**src/rtl/cpu_run_ctrl.sv**
```systemverilog
// cpu_run_ctrl: run controller for the single-cycle ARM-subset CPU.
// Sequences the core through program loading, free run, single-step and
// halt. Owns the instruction RAM write port while loading, holds the core
// in reset until a program is started, and gates all architectural state
// updates through cpu_en.
//
// Loader handshake: a word transfers on every rising edge where
// ld_valid && ld_ready. ld_ready depends only on the registered state
// (high exactly in LOAD), and the loader must hold ld_data/ld_last stable
// while ld_valid is high and ld_ready is low.
module cpu_run_ctrl #(
  parameter int          IMEM_DEPTH = 256,
  parameter logic [31:0] HALT_WORD  = 32'hEAFF_FFFE,
  parameter int          CYC_W      = 32,
  localparam int         AW         = $clog2(IMEM_DEPTH)
) (
  input  logic             clk,
  input  logic             rst,
  input  logic             start,
  input  logic             clear,
  input  logic             step_mode,
  input  logic             step,
  input  logic             halt_req,
  input  logic [31:0]      instr,
  input  logic             ld_valid,
  input  logic [31:0]      ld_data,
  input  logic             ld_last,
  output logic             ld_ready,
  output logic             imem_we,
  output logic [AW-1:0]    imem_addr,
  output logic [31:0]      imem_wdata,
  output logic             cpu_rst,
  output logic             cpu_en,
  output logic [CYC_W-1:0] cycle_count,
  output logic             busy,
  output logic             halted,
  output logic [2:0]       state
);

  typedef enum logic [2:0] {
    S_IDLE = 3'd0,
    S_LOAD = 3'd1,
    S_RUN  = 3'd2,
    S_STEP = 3'd3,
    S_HALT = 3'd4
  } state_t;

  localparam logic [AW-1:0] LAST_ADDR = AW'(IMEM_DEPTH - 1);

  state_t          state_q;
  logic [AW-1:0]   ptr_q;
  logic            is_halt_word;
  logic            launch;

  assign is_halt_word = (instr == HALT_WORD);

  // A launch from IDLE: start wins only when neither clear nor a loader word is pending.
  assign launch = (state_q == S_IDLE) && !clear && !ld_valid && start;

  // Decode status outputs from the registered state; write port and enable are same-cycle.
  always_comb begin
    state      = state_q;
    ld_ready   = (state_q == S_LOAD);
    cpu_rst    = (state_q == S_IDLE) || (state_q == S_LOAD);
    busy       = (state_q == S_RUN) || (state_q == S_STEP);
    halted     = (state_q == S_HALT);
    imem_we    = (state_q == S_LOAD) && ld_valid;
    imem_addr  = (state_q == S_LOAD) ? ptr_q : '0;
    imem_wdata = ld_data;
    cpu_en     = 1'b0;
    case (state_q)
      S_RUN:   cpu_en = !is_halt_word;
      S_STEP:  cpu_en = step && !is_halt_word;
      default: cpu_en = 1'b0;
    endcase
  end

  // Control FSM and load pointer; clear has priority, then halt detection.
  always_ff @(posedge clk or posedge rst) begin
    if (rst) begin
      state_q <= S_IDLE;
      ptr_q   <= '0;
    end else begin
      case (state_q)
        S_IDLE: begin
          if (clear) begin
            state_q <= S_IDLE;
          end else if (ld_valid) begin
            state_q <= S_LOAD;
            ptr_q   <= '0;
          end else if (start) begin
            state_q <= step_mode ? S_STEP : S_RUN;
          end
        end
        S_LOAD: begin
          if (clear) begin
            state_q <= S_IDLE;
          end else if (ld_valid) begin
            // The pointer stops at the last word instead of wrapping.
            if (ld_last || (ptr_q == LAST_ADDR)) begin
              state_q <= S_IDLE;
            end else begin
              ptr_q <= ptr_q + AW'(1);
            end
          end
        end
        S_RUN: begin
          if (clear) begin
            state_q <= S_IDLE;
          end else if (is_halt_word || halt_req) begin
            state_q <= S_HALT;
          end else if (step_mode) begin
            state_q <= S_STEP;
          end
        end
        S_STEP: begin
          if (clear) begin
            state_q <= S_IDLE;
          end else if (is_halt_word) begin
            state_q <= S_HALT;
          end else if (!step_mode) begin
            state_q <= S_RUN;
          end
        end
        S_HALT: begin
          // Resume keeps the core out of reset; a core parked on the halt word re-halts.
          if (clear) begin
            state_q <= S_IDLE;
          end else if (start) begin
            state_q <= step_mode ? S_STEP : S_RUN;
          end
        end
        default: state_q <= S_IDLE;
      endcase
    end
  end

  // Executed-instruction counter: restarts on launch, saturates at all-ones.
  always_ff @(posedge clk or posedge rst) begin
    if (rst) begin
      cycle_count <= '0;
    end else if (launch) begin
      cycle_count <= '0;
    end else if (cpu_en && (cycle_count != '1)) begin
      cycle_count <= cycle_count + CYC_W'(1);
    end
  end

endmodule
```
**config.mk**
```make
export PLATFORM = sky130hd
export DESIGN_NAME = cpu_run_ctrl
export DESIGN_NICKNAME = d
export VERILOG_FILES = /design/src/rtl/cpu_run_ctrl.sv
export SDC_FILE = /design/constraint.sdc
export NUM_CORES = 1
export LEC_CHECK = 0
export CAP_MARGIN = 20
export CORE_MARGIN = 2
export CORE_UTILIZATION = 25
export CTS_BUF_LIST = sky130_fd_sc_hd__clkbuf_16
export DETAILED_ROUTE_END_ITERATION = 8
export PLACE_DENSITY = 0.53
export RECOVER_POWER = 50
export SETUP_SLACK_MARGIN = 0.15
export SLEW_MARGIN = 10
export SYNTH_ARGS = -nofsm -noshare
export SYNTH_HDL_FRONTEND = slang
export SYNTH_SLANG_ARGS = --single-unit
```
**constraint.sdc**
```tcl
create_clock -name clk -period 2.47 [get_ports clk]
set_clock_uncertainty 0.15 [all_clocks]
set_input_delay 0.494 -clock clk [delete_from_list [all_inputs] [get_ports clk]]
set_output_delay 0.494 -clock clk [all_outputs]
set_load 0.01 [all_outputs]
```
==> tab_implementation.tex <==
\begin{tabular}{lr}
\hline
Metric & Value \\
\hline
\multicolumn{2}{l}{\textbf{Status}} \\
\quad Run status & complete, no violations \\
\multicolumn{2}{l}{\textbf{Hold path}} \\
\quad Path category of the worst min-delay check & reg2reg \\
\multicolumn{2}{l}{\textbf{GRT}} \\
\quad Pin count of the biggest net entering global routing & 44 \\
\quad First-pass GRT wire length & 14400 µm \\
\quad Global-route total usage across every layer & 13.9\% \\
\quad Initial antenna violation count & 0 \\
\quad Total overflow reported by the global router & 0 \\
\quad Via count of the first global-routing pass & 2832 \\
\multicolumn{2}{l}{\textbf{Synthesis}} \\
\quad Proportion of synthesized area in mux cells & 2.42\% \\
\quad Synth Flop Type & dfrtp\_1 \\
\quad Mean Syn Cell Area & 8.68 µm² \\
\quad Synth Cell Area & 2940 µm² \\
\quad Instance count of the mapped netlist & 339 \\
\quad Area fraction in and, or, nand and nor cells after synthesis & 29.1\% \\
\quad Sequential fraction of the synthesis area & 36.5\% \\
\quad Number of flops mapped to enable cells by yosys & 0 \\
\quad Net count after synthesis & 414 \\
\quad Yosys warnings & 0 \\
\quad Parity-gate share of the synthesized area counting xor and xnor cells & 0.297\% \\
\quad Number of distinct library cells after synthesis & 51 \\
\quad Main combinational cell family by area after synthesis & simple AND/OR/NAND/NOR gates \\
\quad Synth Area in Compound Gates & 19.1\% \\
\quad Flip-flop and latch count after synthesis & 43 \\
\quad Adder and majority gate portion of the synthesized area & 0.850\% \\
\quad Ys async rst share & 100\% \\
\multicolumn{2}{l}{\textbf{Floorplanning}} \\
\quad Die area & 12700 µm² \\
\quad Standard-cell row count & 39 \\
\quad Core area & 11500 µm² \\
\quad Initial standard-cell utilization of the core & 25.7\% \\
\quad Die width & 113 µm \\
\quad Count of pins on the block boundary & 154 \\
\quad Die extent in y & 113 µm \\
\multicolumn{2}{l}{\textbf{Detailed routing}} \\
\quad Number of antenna-violating nets in the routed design & 0 \\
\quad 1st-pass router iterations & 4 \\
\quad WL per Instance & 15.8 µm \\
\quad Total wire length after detailed routing & 9000 µm \\
\quad Number of DRC violations after detailed routing & 0 \\
\quad Drt via density & 5.07 \\
\quad First-iteration detailed-routing DRC count & 103 \\
\quad Routed vias & 2888 \\
\multicolumn{2}{l}{\textbf{Setup path}} \\
\quad Largest driver fanout on the critical path & 14 \\
\quad Data required time at the worst endpoint & 2.53 ns \\
\quad Delay of the slowest critical-path stage & 0.59 ns \\
\quad Data arrival at the endpoint of the critical path & 2.32 ns \\
\quad Critical Path Sink Type & flip-flop \\
\quad Setup CP Type & reg2reg \\
\quad Sort of element at the start of the critical path & flip-flop \\
\quad Number of buffers and inverters on the critical path & 0 \\
\quad Kind of cell adding the most delay to the critical path & simple AND/OR/NAND/NOR gates \\
\quad CP max stage cell & or4\_4 \\
\quad Cell-by-cell listing of the critical path & nand4\_4 -> or4\_4 -> nand2b\_4 -> or4\_1 -> a21oi\_1 \\
\multicolumn{2}{l}{\textbf{Final layout}} \\
\quad \# diodes & 0 \\
\quad Area growth from synthesis to layout & 43.1\% \\
\quad Share of cells above drive strength 1 & 15.7\% \\
\quad Utilization after layout & 36.7\% \\
\quad Final \#Nets & 501 \\
\multicolumn{2}{l}{\textbf{Clock network}} \\
\quad Hold-fix buffers, CTS & 0 \\
\quad CTS H-Tree Depth & 2 \\
\quad Sink count of the clock tree & 43 \\
\quad Clock root buffer & clkbuf\_16 \\
\quad Clock tree from TritonCTS & done \\
\quad Total clock buffers created by CTS & 5 \\
\quad Clock-pin slew of the registers on the worst-case setup and hold paths & 0.06 ns \\
\quad Largest buffer count on any clock path & 2 \\
\quad Clock network latency to the later pin of the worst-skew pair & 0.28 ns \\
\multicolumn{2}{l}{\textbf{STA}} \\
\quad Smallest hold slack & 0.368 ns \\
\quad Setup repair after global routing missed its margin & yes \\
\quad Final count of hold timing violations & 0 \\
\quad Worst-case headroom to the max-slew limit & 25.0\% \\
\quad Peak Freq & 443 MHz \\
\quad Final-report setup violation count & 0 \\
\quad Crit path time final & 2.26 ns \\
\quad Share of the clock period used by the worst path after layout & 91.4\% \\
\quad Setup ws final & 0.212 ns \\
\quad Actual transition at the worst max-transition pin & 1.13 ns \\
\quad Number of slew-limit violations in the final report & 0 \\
\multicolumn{2}{l}{\textbf{Placed design}} \\
\quad Count of input and output buffers & 89 \\
\quad Worst setup slack after placement & -0.425 ns \\
\quad Post-detail-place hpwl & 6740 µm \\
\quad Final GP Congestion & 0.774 \\
\multicolumn{2}{l}{\textbf{Power}} \\
\quad Worst ir drop on vdd & 0.302 mV \\
\quad Static leakage & 1.93 nW \\
\quad Power per Cell Area & 422 nW/µm² \\
\multicolumn{2}{l}{\textbf{Job}} \\
\quad Maxcap violations & 0 \\
\hline
\end{tabular}
-- cells in the final DEF (no fill, tap or decap), types with 9 or more instances in the layout --
cell             count
or3_1                9
nand4_1             12
nand2_1             26
nand3_1             13
dlygate4sd2_1       27
buf_4               33
dlymetal6s2s_1      13
dfrtp_1             39
or4_1               18
o31ai_1             21
o21ai_0             20
a21oi_1             19
and3_1              18
nor2_1              17
clkdlybuf4s50_1     38
inv_1               12
-- synth_stat cells (2+ instances only) --
cell type  number  area, µm²
dfrtp_1        43       1080
and2_1          4       25.0
nand4b_1        2       17.5
ha_1            2       25.0
a21oi_1        19       95.1
o211ai_1        5       37.5
and4_1          2       17.5
o311ai_0        2       17.5
a31oi_1         2       12.5
o21ai_0        20        100
nand3_1        13       65.1
nand2_1        26       97.6
mux2i_1         6       60.1
nand4_1        12       75.1
buf_2           3       15.0
o21a_1          2       15.0
nand2b_1        2       12.5
or4_1          19        143
o31a_1          2       17.5
clkbuf_1        9       33.8
buf_4          33        248
o31ai_1        21        158
or3_1           9       56.3
a2bb2oi_1       2       17.5
and3_1         18        113
nor4_1          4       25.0
nor3_1          5       25.0
inv_1          12       45.0
nor2_1         18       67.6
-- state kept, by name, summed over array words and instances, names as in the netlist --
| name | cells |
|---|---|
| ptr_q | 8 |
| state | 3 |
| cycle_count | 32 |
-- kinds of logic (layout without fill, tap and decap cells) --
group / Yosys count / in the layout
AO/OA/AOI/OAI: 85 / 85
XOR/XNOR: 1 / 1
adder cells (fa/ha/maj): 2 / 2
buffers and inverters: 58 / 146
flip-flops: 43 / 43
multiplexers: 7 / 7
AND/OR/NAND/NOR: 143 / 143
-- final timing paths --
kind,depth (start not counted),slack (ns),to,start
min in group asynchronous,3,0.87,ptr_q[6],rst
hold / removal,1,0.37,ptr_q[4],ptr_q[4]
setup / recovery,5,0.21,cycle_count[28],cycle_count[8]
setup reg to reg,5,0.21,cycle_count[28],cycle_count[8]
max in group asynchronous,3,0.54,cycle_count[7],rst
hold reg to reg,1,0.37,ptr_q[4],ptr_q[4]
-- where the power goes --
| group | internal, mW | leakage, nW | switching (mW) |
|---|---|---|---|
| registers | 0.735 | 0.589 | 0.0311 |
| logic | 0.186 | 1.27 | 0.175 |
| clock network | 0.369 | 0.0710 | 0.279 |
-- layout make-up --
cell class	instances	area [µm²]
repair buffers	126	1190
inverters	12	45.0
clock inverters	3	16.3
well taps	143	179
flip-flops and latches	43	1080
fillers	1179	7260
multi-input cells	238	1580
clock buffers	5	125
-- metrics by stage --
| step | power [mW] | area, µm² | TNS [ns] | std cells |
|---|---|---|---|---|
| 2_1_floorplan | 0.985 | 2960 | 0 | 339 |
| 3_3_place_gp | 1.14 | 3970 | -2.11 | 555 |
| 3_5_place_dp | 1.15 | 3970 | -2.56 | 555 |
| 4_1_cts | 1.79 | 4090 | 0 | 564 |
| 5_1_grt | 1.87 | 4210 | 0 | 570 |
| 6_report | 1.78 | 4210 | 0 | 570 |
-- routing by layer --
layer / share of wire (%) / routed length, µm / vias to the layer above / track usage [%]
met5: 0 / 0 / - / 0
met4: 0.78 / 70 / 0 / 3.01
met3: 5.1 / 455 / 11 / 2.86
met2: 50 / 4470 / 72 / 23.3
met1: 45 / 4010 / 1377 / 18.6
li1: - / - / 1428 / -
-- repair_timing --
item                                    4_1_cts  5_1_grt
buffers inserted                              1        6
endpoints found under the setup margin       16       22
resized for setup                            39       28
pin swaps                                     9        8
Note: power is estimated with default switching activity, not from simulation.
